### config.mk
export PLATFORM = sky130hd
export DESIGN_NAME = csla_sub_pipe
export DESIGN_NICKNAME = d
export VERILOG_FILES = /design/src/rtl/csla_sub_pipe.sv
export SDC_FILE = /design/constraint.sdc
export NUM_CORES = 1
export LEC_CHECK = 0
export BUFFER_PORTS_ARGS = -buffer_cell sky130_fd_sc_hd__buf_2
export CAP_MARGIN = 20
export CORE_MARGIN = 3
export CORE_UTILIZATION = 43
export CTS_CLUSTER_SIZE = 8
export DETAILED_ROUTE_END_ITERATION = 10
export SLEW_MARGIN = 20
export SYNTH_ARGS = -nofsm -noshare
export SYNTH_HDL_FRONTEND = slang
export SYNTH_SLANG_ARGS = --single-unit
### constraint.sdc
create_clock -name clk -period 2.7 [get_ports clk]
set_clock_uncertainty 0.1 [all_clocks]
set_input_delay 0.54 -clock clk [delete_from_list [all_inputs] [get_ports clk]]
set_output_delay 0.54 -clock clk [all_outputs]
set_load 0.005 [all_outputs]
### src/rtl/csla_sub_pipe.sv
// csla_sub_pipe -- two-stage pipelined carry-select subtractor, D = A - B.
//
// The operation is A + ~B + 1, using the same segmentation as the carry-select
// adder: a low ripple segment of RCA_WIDTH bits, then PRE_UNIT_NUM blocks of
// PRE_WIDTH bits.
//   Stage 1 registers the low segment sum and both conditional sums of every
//           block (carry-in 0 and carry-in 1).
//   Stage 2 walks the carry-select chain and registers the result and flags.
// A valid/ready handshake with combinational back-pressure lets the block
// stream one result per clock when downstream is ready.
//
// Optional feature (macro CSLA_SUB_ABS_EN):
//   defined   -> a second chain computes B - A, and o_D = |A - B|.
//   undefined -> o_D = A - B mod 2^WIDTH; the B - A logic does not exist.
//
// Ports:
//   clk      in   rising-edge clock
//   rst      in   asynchronous active-low reset
//   i_valid  in   operand pair valid
//   o_ready  out  operand pair can be accepted this cycle
//   i_A      in   minuend, unsigned, WIDTH bits
//   i_B      in   subtrahend, unsigned, WIDTH bits
//   o_valid  out  result valid
//   i_ready  in   downstream accepts the result
//   o_D      out  difference (or magnitude under CSLA_SUB_ABS_EN)
//   o_neg    out  A < B (borrow out)
//   o_zero   out  A == B

// One carry-select block: both conditional sums of x + ~y.
module csla_sub_cblk #(
    parameter int W = 6
) (
    input  logic [W-1:0] x_i,
    input  logic [W-1:0] y_i,
    output logic [W:0]   s0_o,
    output logic [W:0]   s1_o
);
    assign s0_o = {1'b0, x_i} + {1'b0, ~y_i};
    assign s1_o = {1'b0, x_i} + {1'b0, ~y_i} + {{W{1'b0}}, 1'b1};
endmodule

module csla_sub_pipe #(
    parameter int WIDTH        = 29,
    parameter int PRE_WIDTH    = 6,
    parameter int PRE_UNIT_NUM = 4,
    parameter int RCA_WIDTH    = 5
) (
    input  logic             clk,
    input  logic             rst,
    input  logic             i_valid,
    output logic             o_ready,
    input  logic [WIDTH-1:0] i_A,
    input  logic [WIDTH-1:0] i_B,
    output logic             o_valid,
    input  logic             i_ready,
    output logic [WIDTH-1:0] o_D,
    output logic             o_neg,
    output logic             o_zero
);

    if (WIDTH != RCA_WIDTH + PRE_WIDTH * PRE_UNIT_NUM) begin : g_bad_cfg
        $error("csla_sub_pipe: WIDTH must equal RCA_WIDTH + PRE_WIDTH*PRE_UNIT_NUM");
    end

    typedef logic [PRE_UNIT_NUM-1:0][PRE_WIDTH:0] blk_t;

    // Walk the select chain: the low carry picks block 0, each block's
    // selected carry-out picks the next. Returns {carry_out, difference}.
    function automatic logic [WIDTH:0] resolve(input logic [RCA_WIDTH:0] lo,
                                               input blk_t s0,
                                               input blk_t s1);
        logic                 carry;
        logic [PRE_WIDTH:0]   sel;
        logic [WIDTH-1:0]     raw;
        carry = lo[RCA_WIDTH];
        raw   = '0;
        raw[RCA_WIDTH-1:0] = lo[RCA_WIDTH-1:0];
        for (int i = 0; i < PRE_UNIT_NUM; i++) begin
            sel   = carry ? s1[i] : s0[i];
            raw[RCA_WIDTH + i*PRE_WIDTH +: PRE_WIDTH] = sel[PRE_WIDTH-1:0];
            carry = sel[PRE_WIDTH];
        end
        return {carry, raw};
    endfunction

    // ---------------- handshake ----------------
    logic s1_valid_q, o_valid_q;
    logic en1, en2;

    assign en2     = !o_valid_q || i_ready;
    assign en1     = !s1_valid_q || en2;
    assign o_ready = en1;

    // ---------------- stage 1: A - B conditional sums ----------------
    logic [RCA_WIDTH:0] lo_ab_d, lo_ab_q;
    blk_t               s0_ab_d, s1_ab_d, s0_ab_q, s1_ab_q;

    assign lo_ab_d = {1'b0, i_A[RCA_WIDTH-1:0]} + {1'b0, ~i_B[RCA_WIDTH-1:0]}
                   + {{RCA_WIDTH{1'b0}}, 1'b1};

    for (genvar i = 0; i < PRE_UNIT_NUM; i++) begin : g_ab
        csla_sub_cblk #(.W(PRE_WIDTH)) u_blk (
            .x_i  (i_A[RCA_WIDTH + i*PRE_WIDTH +: PRE_WIDTH]),
            .y_i  (i_B[RCA_WIDTH + i*PRE_WIDTH +: PRE_WIDTH]),
            .s0_o (s0_ab_d[i]),
            .s1_o (s1_ab_d[i])
        );
    end

    always_ff @(posedge clk or negedge rst) begin
        if (!rst) begin
            s1_valid_q <= 1'b0;
            lo_ab_q    <= '0;
            s0_ab_q    <= '0;
            s1_ab_q    <= '0;
        end else if (en1) begin
            s1_valid_q <= i_valid && en1;
            lo_ab_q    <= lo_ab_d;
            s0_ab_q    <= s0_ab_d;
            s1_ab_q    <= s1_ab_d;
        end
    end

    // ---------------- stage 2: resolve ----------------
    logic [WIDTH:0]   res_ab;
    logic [WIDTH-1:0] d_d;
    logic             neg_d, zero_d;

    assign res_ab = resolve(lo_ab_q, s0_ab_q, s1_ab_q);
    assign neg_d  = !res_ab[WIDTH];
    assign zero_d = (res_ab[WIDTH-1:0] == '0);

`ifdef CSLA_SUB_ABS_EN
    // Second chain for B - A so the magnitude is ready without a negate stage.
    logic [RCA_WIDTH:0] lo_ba_d, lo_ba_q;
    blk_t               s0_ba_d, s1_ba_d, s0_ba_q, s1_ba_q;
    logic [WIDTH:0]     res_ba;

    assign lo_ba_d = {1'b0, i_B[RCA_WIDTH-1:0]} + {1'b0, ~i_A[RCA_WIDTH-1:0]}
                   + {{RCA_WIDTH{1'b0}}, 1'b1};

    for (genvar i = 0; i < PRE_UNIT_NUM; i++) begin : g_ba
        csla_sub_cblk #(.W(PRE_WIDTH)) u_blk (
            .x_i  (i_B[RCA_WIDTH + i*PRE_WIDTH +: PRE_WIDTH]),
            .y_i  (i_A[RCA_WIDTH + i*PRE_WIDTH +: PRE_WIDTH]),
            .s0_o (s0_ba_d[i]),
            .s1_o (s1_ba_d[i])
        );
    end

    always_ff @(posedge clk or negedge rst) begin
        if (!rst) begin
            lo_ba_q <= '0;
            s0_ba_q <= '0;
            s1_ba_q <= '0;
        end else if (en1) begin
            lo_ba_q <= lo_ba_d;
            s0_ba_q <= s0_ba_d;
            s1_ba_q <= s1_ba_d;
        end
    end

    assign res_ba = resolve(lo_ba_q, s0_ba_q, s1_ba_q);
    assign d_d    = neg_d ? res_ba[WIDTH-1:0] : res_ab[WIDTH-1:0];
`else
    assign d_d    = res_ab[WIDTH-1:0];
`endif

    logic [WIDTH-1:0] o_D_q;
    logic             o_neg_q, o_zero_q;

    always_ff @(posedge clk or negedge rst) begin
        if (!rst) begin
            o_valid_q <= 1'b0;
            o_D_q     <= '0;
            o_neg_q   <= 1'b0;
            o_zero_q  <= 1'b0;
        end else if (en2) begin
            o_valid_q <= s1_valid_q;
            o_D_q     <= d_d;
            o_neg_q   <= neg_d;
            o_zero_q  <= zero_d;
        end
    end

    assign o_valid = o_valid_q;
    assign o_D     = o_D_q;
    assign o_neg   = o_neg_q;
    assign o_zero  = o_zero_q;

endmodule

# Word level (Yosys, flattened, before mapping)
# Cells that the tools add are included.
[op_classes] n_addsub=10 n_mul=0 div_mod_pow=0 magnitude_cmp=0 eq_ne=0 shift=0 n_mux=4 bitwise_logic=5 reduce_logical=7
[op_table] cell="$logic_not 29->1" count=1
[op_table] cell="$add 6x6->7" count=4
[op_table] cell="$add 7x1->7 const B" count=4
[op_table] cell="$mux 7" count=4
[op_table] cell="$not 6->6" count=4
[op_table] cell="$add 5x5->6" count=1
[op_table] cell="$add 6x1->6 const B" count=1
[op_table] cell="$not 5->5" count=1
[op_table] cell="$logic_not 1->1" count=3
[op_table] cell="$logic_or 1x1->1" count=2
[op_table] cell="$logic_and 1x1->1" count=1
[totals] register_bits=95 latchBits=0 ram_bits=0 mem_bits_ro=0 inputBits=62 out_inout_bits=33 wordCells=40 n_memories=0

# Depth between registers and ports, before layout
[logic_depth] word_depth=5 depth_mapped=9 depth_no_buf=9

# Modules after synthesis
# From an unflattened synthesis, not the netlist that was laid out.
[unflattened] cells_unflattened=505 hier_area_um2=5472.7
[modules_own_cells] module="csla_sub_pipe" instances=1 cells_each=317 area_per_inst_um2=4116.4 seq_area_each_um2=2377.3
[modules_own_cells] module="csla_sub_cblk" instances=4 cells_each=47 area_per_inst_um2=339.1 seq_area_each_um2=0.0

# Worst setup path before layout
# No wires, ideal clock.
[synth_timing] kind="input-to-reg" from="in i_B[5]" to="reg s1_ab_q[6] in the netlist's numbering" setup_ps=132 arrival_time_ps=2297 t_required_ps=2468 setup_slack_ps=171 stages=8 path_buffers=0 path_cell_list="inv_1 ha_1 fa_1 a211oi_1 nor2_1 nor4_1 nor4bb_1 a211oi_1"
[synth_via] elab_chain_len=3
[synth_rtl] element="from (decl)" line="53" source="input logic [WIDTH-1:0] i_B,"
[synth_rtl] element="$not 6->6" line="39" source="assign s1_o = {1'b0, x_i} + {1'b0, ~y_i} + {{W{1'b0}}, 1'b1};"
[synth_rtl] element="$add 6x6->7" line="39"
[synth_rtl] element="$add 7x1->7" line="39"
[synth_rtl] element="to (signal assigned)" line="115" source="s1_ab_q <= '0;"
[synth_rtl] element="to (signal assigned)" line="120" source="s1_ab_q <= s1_ab_d;"
[synth_rtl] element="to (decl)" line="96" source="blk_t s0_ab_d, s1_ab_d, s0_ab_q, s1_ab_q;"
# Every way passes these cells.
# A chain may end at the register's enable or synchronous reset.

# Worst setup path after layout
[layout_timing] from="in i_A[17]" to="reg s1_ab_q[20] in the netlist's numbering"
[layout_via] elab_chain_len=2
[layout_rtl] element="from (decl)" line="52" source="input logic [WIDTH-1:0] i_A,"
[layout_rtl] element="$add 6x6->7"
[layout_rtl] element="named net g_ab[2].u_blk.s0_o[1]" line="35" source="output logic [W:0] s0_o,"
[layout_rtl] element="$add 7x1->7" line="39"
# The timed path passes the listed nets, and every way through them passes these cells.

==> out/summary.md <==
* CTS Hold Bufs: 0
* R2R setup slack: 0.50 ns
* data required time of the critical path: 2.81 ns
* leak pwr: 3.19 nW
* pre-CTS WS: 0.0497 ns
* share of synthesized registers carrying an async set or reset: 1.00
* worst min-delay path category: in -> async
* WP buf/inv: 1
* fin crit share: 0.863
* Critical Path, Cell by Cell: buf_2, ha_1, fa_1, ha_1, o211ai_1, nor4_1, nor4bb_1, a211oi_1
* setup repair after global routing missed its margin: false
* post-route minimum period: 2.33 ns
* post-layout total power: 4.66 mW
* clock sink total: 95
* CTS buffer count: 9
* number of buffers added for setup after CTS: 0
* length of the first detailed-routing pass in iterations: 4
* critical path's top delay family: adder cells
* estimated wirelength of the detail-placed design: 8830 um
* Placement Rows: 40
* cells after synthesis: 598
* initial DRC count: 201
* kind of start point of the critical path: primary input
* chip width: 119 um
* flip-flop and latch count after synthesis: 95
* area of the core region: 12300 sq um
* power density over the cells: 705 nW/um^2
* # port buffers: 94
* count of flip-flops with a built-in enable after synthesis: 0
* antenna-violating nets left: 0
* net count of the mapped netlist: 698
* routability-driven placement congestion ratio: 0.910
* Total Nets Final: 801
* CTS root buf: sky130_fd_sc_hd__clkbuf_16
* total of fill cells in the finished design: 1142
* max-slew violation total from the final report: 0
* area of all placed cells without fillers: 6610 sq um
* IO Pins: 95
* starting utilization of the core area: 0.450
* setup-violating endpoint count in the final report: 0
* count of instances resized after the clock tree is built: 0
* Crit. End Element: register
* area of placed instances: 6280 sq um
* TNS Setup: 0 ns
* count of endpoints failing hold in the final timing report: 0
* max frequency: 429 MHz
* pin count of the biggest net entering global routing: 58
* Critical Path Max Stage Delay: 0.56 ns
* worst path arrival time: 2.44 ns
* routed vias/inst: 4.98
* buffer depth of the longest clock path: 2
* layout cells sized above 1: 0.207
* run status: completed
* max cap viols: 0
* Netlist Area Pre-Place: 5520 sq um
* clock-pin slew on the worst setup and hold paths: 0.06 ns
* DRC violations left: 0
* Slew Limit Headroom: 0.587
* number of levels in the clock H-tree: 3
* routed wire length: 11500 um
* WS Path Type: in -> reg
* area growth from synthesis to layout: 19.8%
* height of the chip: 119 um
* unique cell type count in the Yosys netlist: 52
* IR drop worst, VDD: 0.387 mV
* Tightest Pin Transition: 0.619 ns
* number of global-route vias before repair: 4300
* part of the Yosys area used for sequential elements: 0.431
* Mean Syn Cell Area: 9.23 sq um
* antenna violations before repair: 0
* final critical-path setup slack: 0.369 ns
* clk_lat worst skew: 0.33 ns
* TritonCTS clock tree: done
* via count: 4353
* predominant post-synthesis flop cell: sky130_fd_sc_hd__dfrtp_1
* total overflow reported by the global router: 0
* die area: 14200 sq um
* number of warning messages in the yosys log: 0
* wire length of the first global-routing pass: 19900 um
* source of the worst register-to-register timing path: lo_ab_q[5]$_DFFE_PN0N_
* cell mode on critical path: sky130_fd_sc_hd__ha_1
* master of the slowest instance on the critical path: sky130_fd_sc_hd__fa_1
* overall fraction of global-route tracks in use: 0.168
* CP max FO: 4
* start point of the critical path: i_A[17]
* Antenna Diode Count: 0
* utilization after layout: 0.539
* average wire length per cell after detail routing: 13.1 um
==> layout by cell type, fill, tap and decap left out, types with 9 or more instances in the layout <==
| cell | synthesis | final |
|---|---|---|
| sky130_fd_sc_hd__ha_1 | 33 | 33 |
| sky130_fd_sc_hd__nand3_1 | 10 | 10 |
| sky130_fd_sc_hd__inv_1 | 40 | 40 |
| sky130_fd_sc_hd__xnor2_1 | 16 | 16 |
| sky130_fd_sc_hd__o21ai_1 | 43 | 43 |
| sky130_fd_sc_hd__mux2i_1 | 24 | 24 |
| sky130_fd_sc_hd__clkbuf_16 | 0 | 9 |
| sky130_fd_sc_hd__dfrtp_1 | 95 | 95 |
| sky130_fd_sc_hd__nor2_1 | 57 | 57 |
| sky130_fd_sc_hd__nand2_1 | 103 | 103 |
| sky130_fd_sc_hd__a21oi_1 | 20 | 20 |
| sky130_fd_sc_hd__buf_2 | 0 | 93 |
| sky130_fd_sc_hd__buf_4 | 0 | 18 |
| sky130_fd_sc_hd__a211oi_1 | 10 | 10 |
==> worst reg2reg max path, cell delays in order, from the launching register on <==
cell,delay [ns]
sky130_fd_sc_hd__dfrtp_1,0.43
sky130_fd_sc_hd__mux2i_4,0.31
sky130_fd_sc_hd__mux2i_4,0.32
sky130_fd_sc_hd__mux2i_4,0.50
sky130_fd_sc_hd__mux2_1,0.37
sky130_fd_sc_hd__o21ai_1,0.11
==> report_power, final <==
group	leakage, nW	switching, mW	internal, mW	total, mW
registers	1.12	0.234	1.77	2.00
clock network	0.160	0.497	0.861	1.36
logic	1.91	0.677	0.626	1.30
total	3.19	1.41	3.25	4.66
==> cell usage after synthesis (5+ instances only) <==
| cell type | number | share of area |
|---|---|---|
| sky130_fd_sc_hd__nand2_1 | 103 | 0.070 |
| sky130_fd_sc_hd__dfrtp_1 | 95 | 0.43 |
| sky130_fd_sc_hd__nor2_1 | 57 | 0.039 |
| sky130_fd_sc_hd__o21ai_1 | 43 | 0.039 |
| sky130_fd_sc_hd__inv_1 | 40 | 0.027 |
| sky130_fd_sc_hd__ha_1 | 33 | 0.075 |
| sky130_fd_sc_hd__mux2i_1 | 24 | 0.044 |
| sky130_fd_sc_hd__a21oi_1 | 20 | 0.018 |
| sky130_fd_sc_hd__xnor2_1 | 16 | 0.025 |
| sky130_fd_sc_hd__clkbuf_1 | 13 | 0.0088 |
| sky130_fd_sc_hd__a211oi_1 | 10 | 0.014 |
| sky130_fd_sc_hd__nand3_1 | 10 | 0.0091 |
| sky130_fd_sc_hd__mux2_2 | 8 | 0.016 |
| sky130_fd_sc_hd__nor4_1 | 8 | 0.0091 |
| sky130_fd_sc_hd__xor2_1 | 8 | 0.013 |
| sky130_fd_sc_hd__buf_1 | 7 | 0.0048 |
| sky130_fd_sc_hd__nor2b_1 | 6 | 0.0068 |
| sky130_fd_sc_hd__nor3_1 | 6 | 0.0054 |
| sky130_fd_sc_hd__o21ai_0 | 6 | 0.0054 |
| sky130_fd_sc_hd__or4_1 | 6 | 0.0082 |
| sky130_fd_sc_hd__and2_1 | 5 | 0.0057 |
| sky130_fd_sc_hd__fa_1 | 5 | 0.018 |
| sky130_fd_sc_hd__nand2b_1 | 5 | 0.0057 |
==> path summary, 6_finish.rpt <==
path                                            to  cells after the start
hold reg to reg                o_valid$_DFFE_PN0P_                      1
setup / recovery           s1_ab_q[20]$_DFFE_PN0N_                      8
hold / removal                  o_D[9]$_DFFE_PN0P_                      1
setup reg to reg                 o_neg$_DFFE_PN0P_                      5
max in group asynchronous  s0_ab_q[18]$_DFFE_PN0N_                      2
min in group clk            s1_valid_q$_DFFE_PN0N_                      2
==> metal layers <==
layer	part of all wire	vias to the layer above	global-route usage	routed length, um
met2	0.46	76	0.275	5310
met5	0	-	0	0
met4	0.013	0	0.0507	149
met3	0.033	11	0.0223	376
met1	0.49	2003	0.231	5650
li1	-	2263	-	-
==> stage by stage <==
step / cells / hold WS [ns]
2_1_floorplan: 598 / 0.144
3_3_place_gp: 858 / 0.329
3_5_place_dp: 858 / 0.334
4_1_cts: 874 / 0.143
5_1_grt: 874 / 0.160
6_report: 874 / 0.112
==> cell families (layout without fill, tap and decap cells) <==
family | after synthesis | in the layout | share of synthesized area
simple gates | 228 | 228 | 0.189
buf+inv | 61 | 169 | 0.0415
mux | 39 | 39 | 0.0803
fa+ha+maj | 38 | 38 | 0.0930
flops | 95 | 95 | 0.431
compound gates | 113 | 113 | 0.127
xor+xnor | 24 | 24 | 0.0381
==> layout make-up <==
type | count | area, sq um | share of cell area
multi-input combinational | 442 | 2920 | 0.442
sequential | 95 | 2380 | 0.360
timing repair buffer | 112 | 621 | 0.0939
clock buffer | 13 | 260 | 0.0394
tap | 168 | 210 | 0.0318
inverter | 41 | 154 | 0.0233
clock inverter | 3 | 65.1 | 0.00985
==> registers in the layout (all words and copies together), names as in the netlist <==
register    cells
o_D            29
s1_valid_q      1
lo_ab_q         6
s1_ab_q        28
s0_ab_q        28
o_valid         1
o_zero          1
o_neg           1
Power figures use the tool's default switching activity.
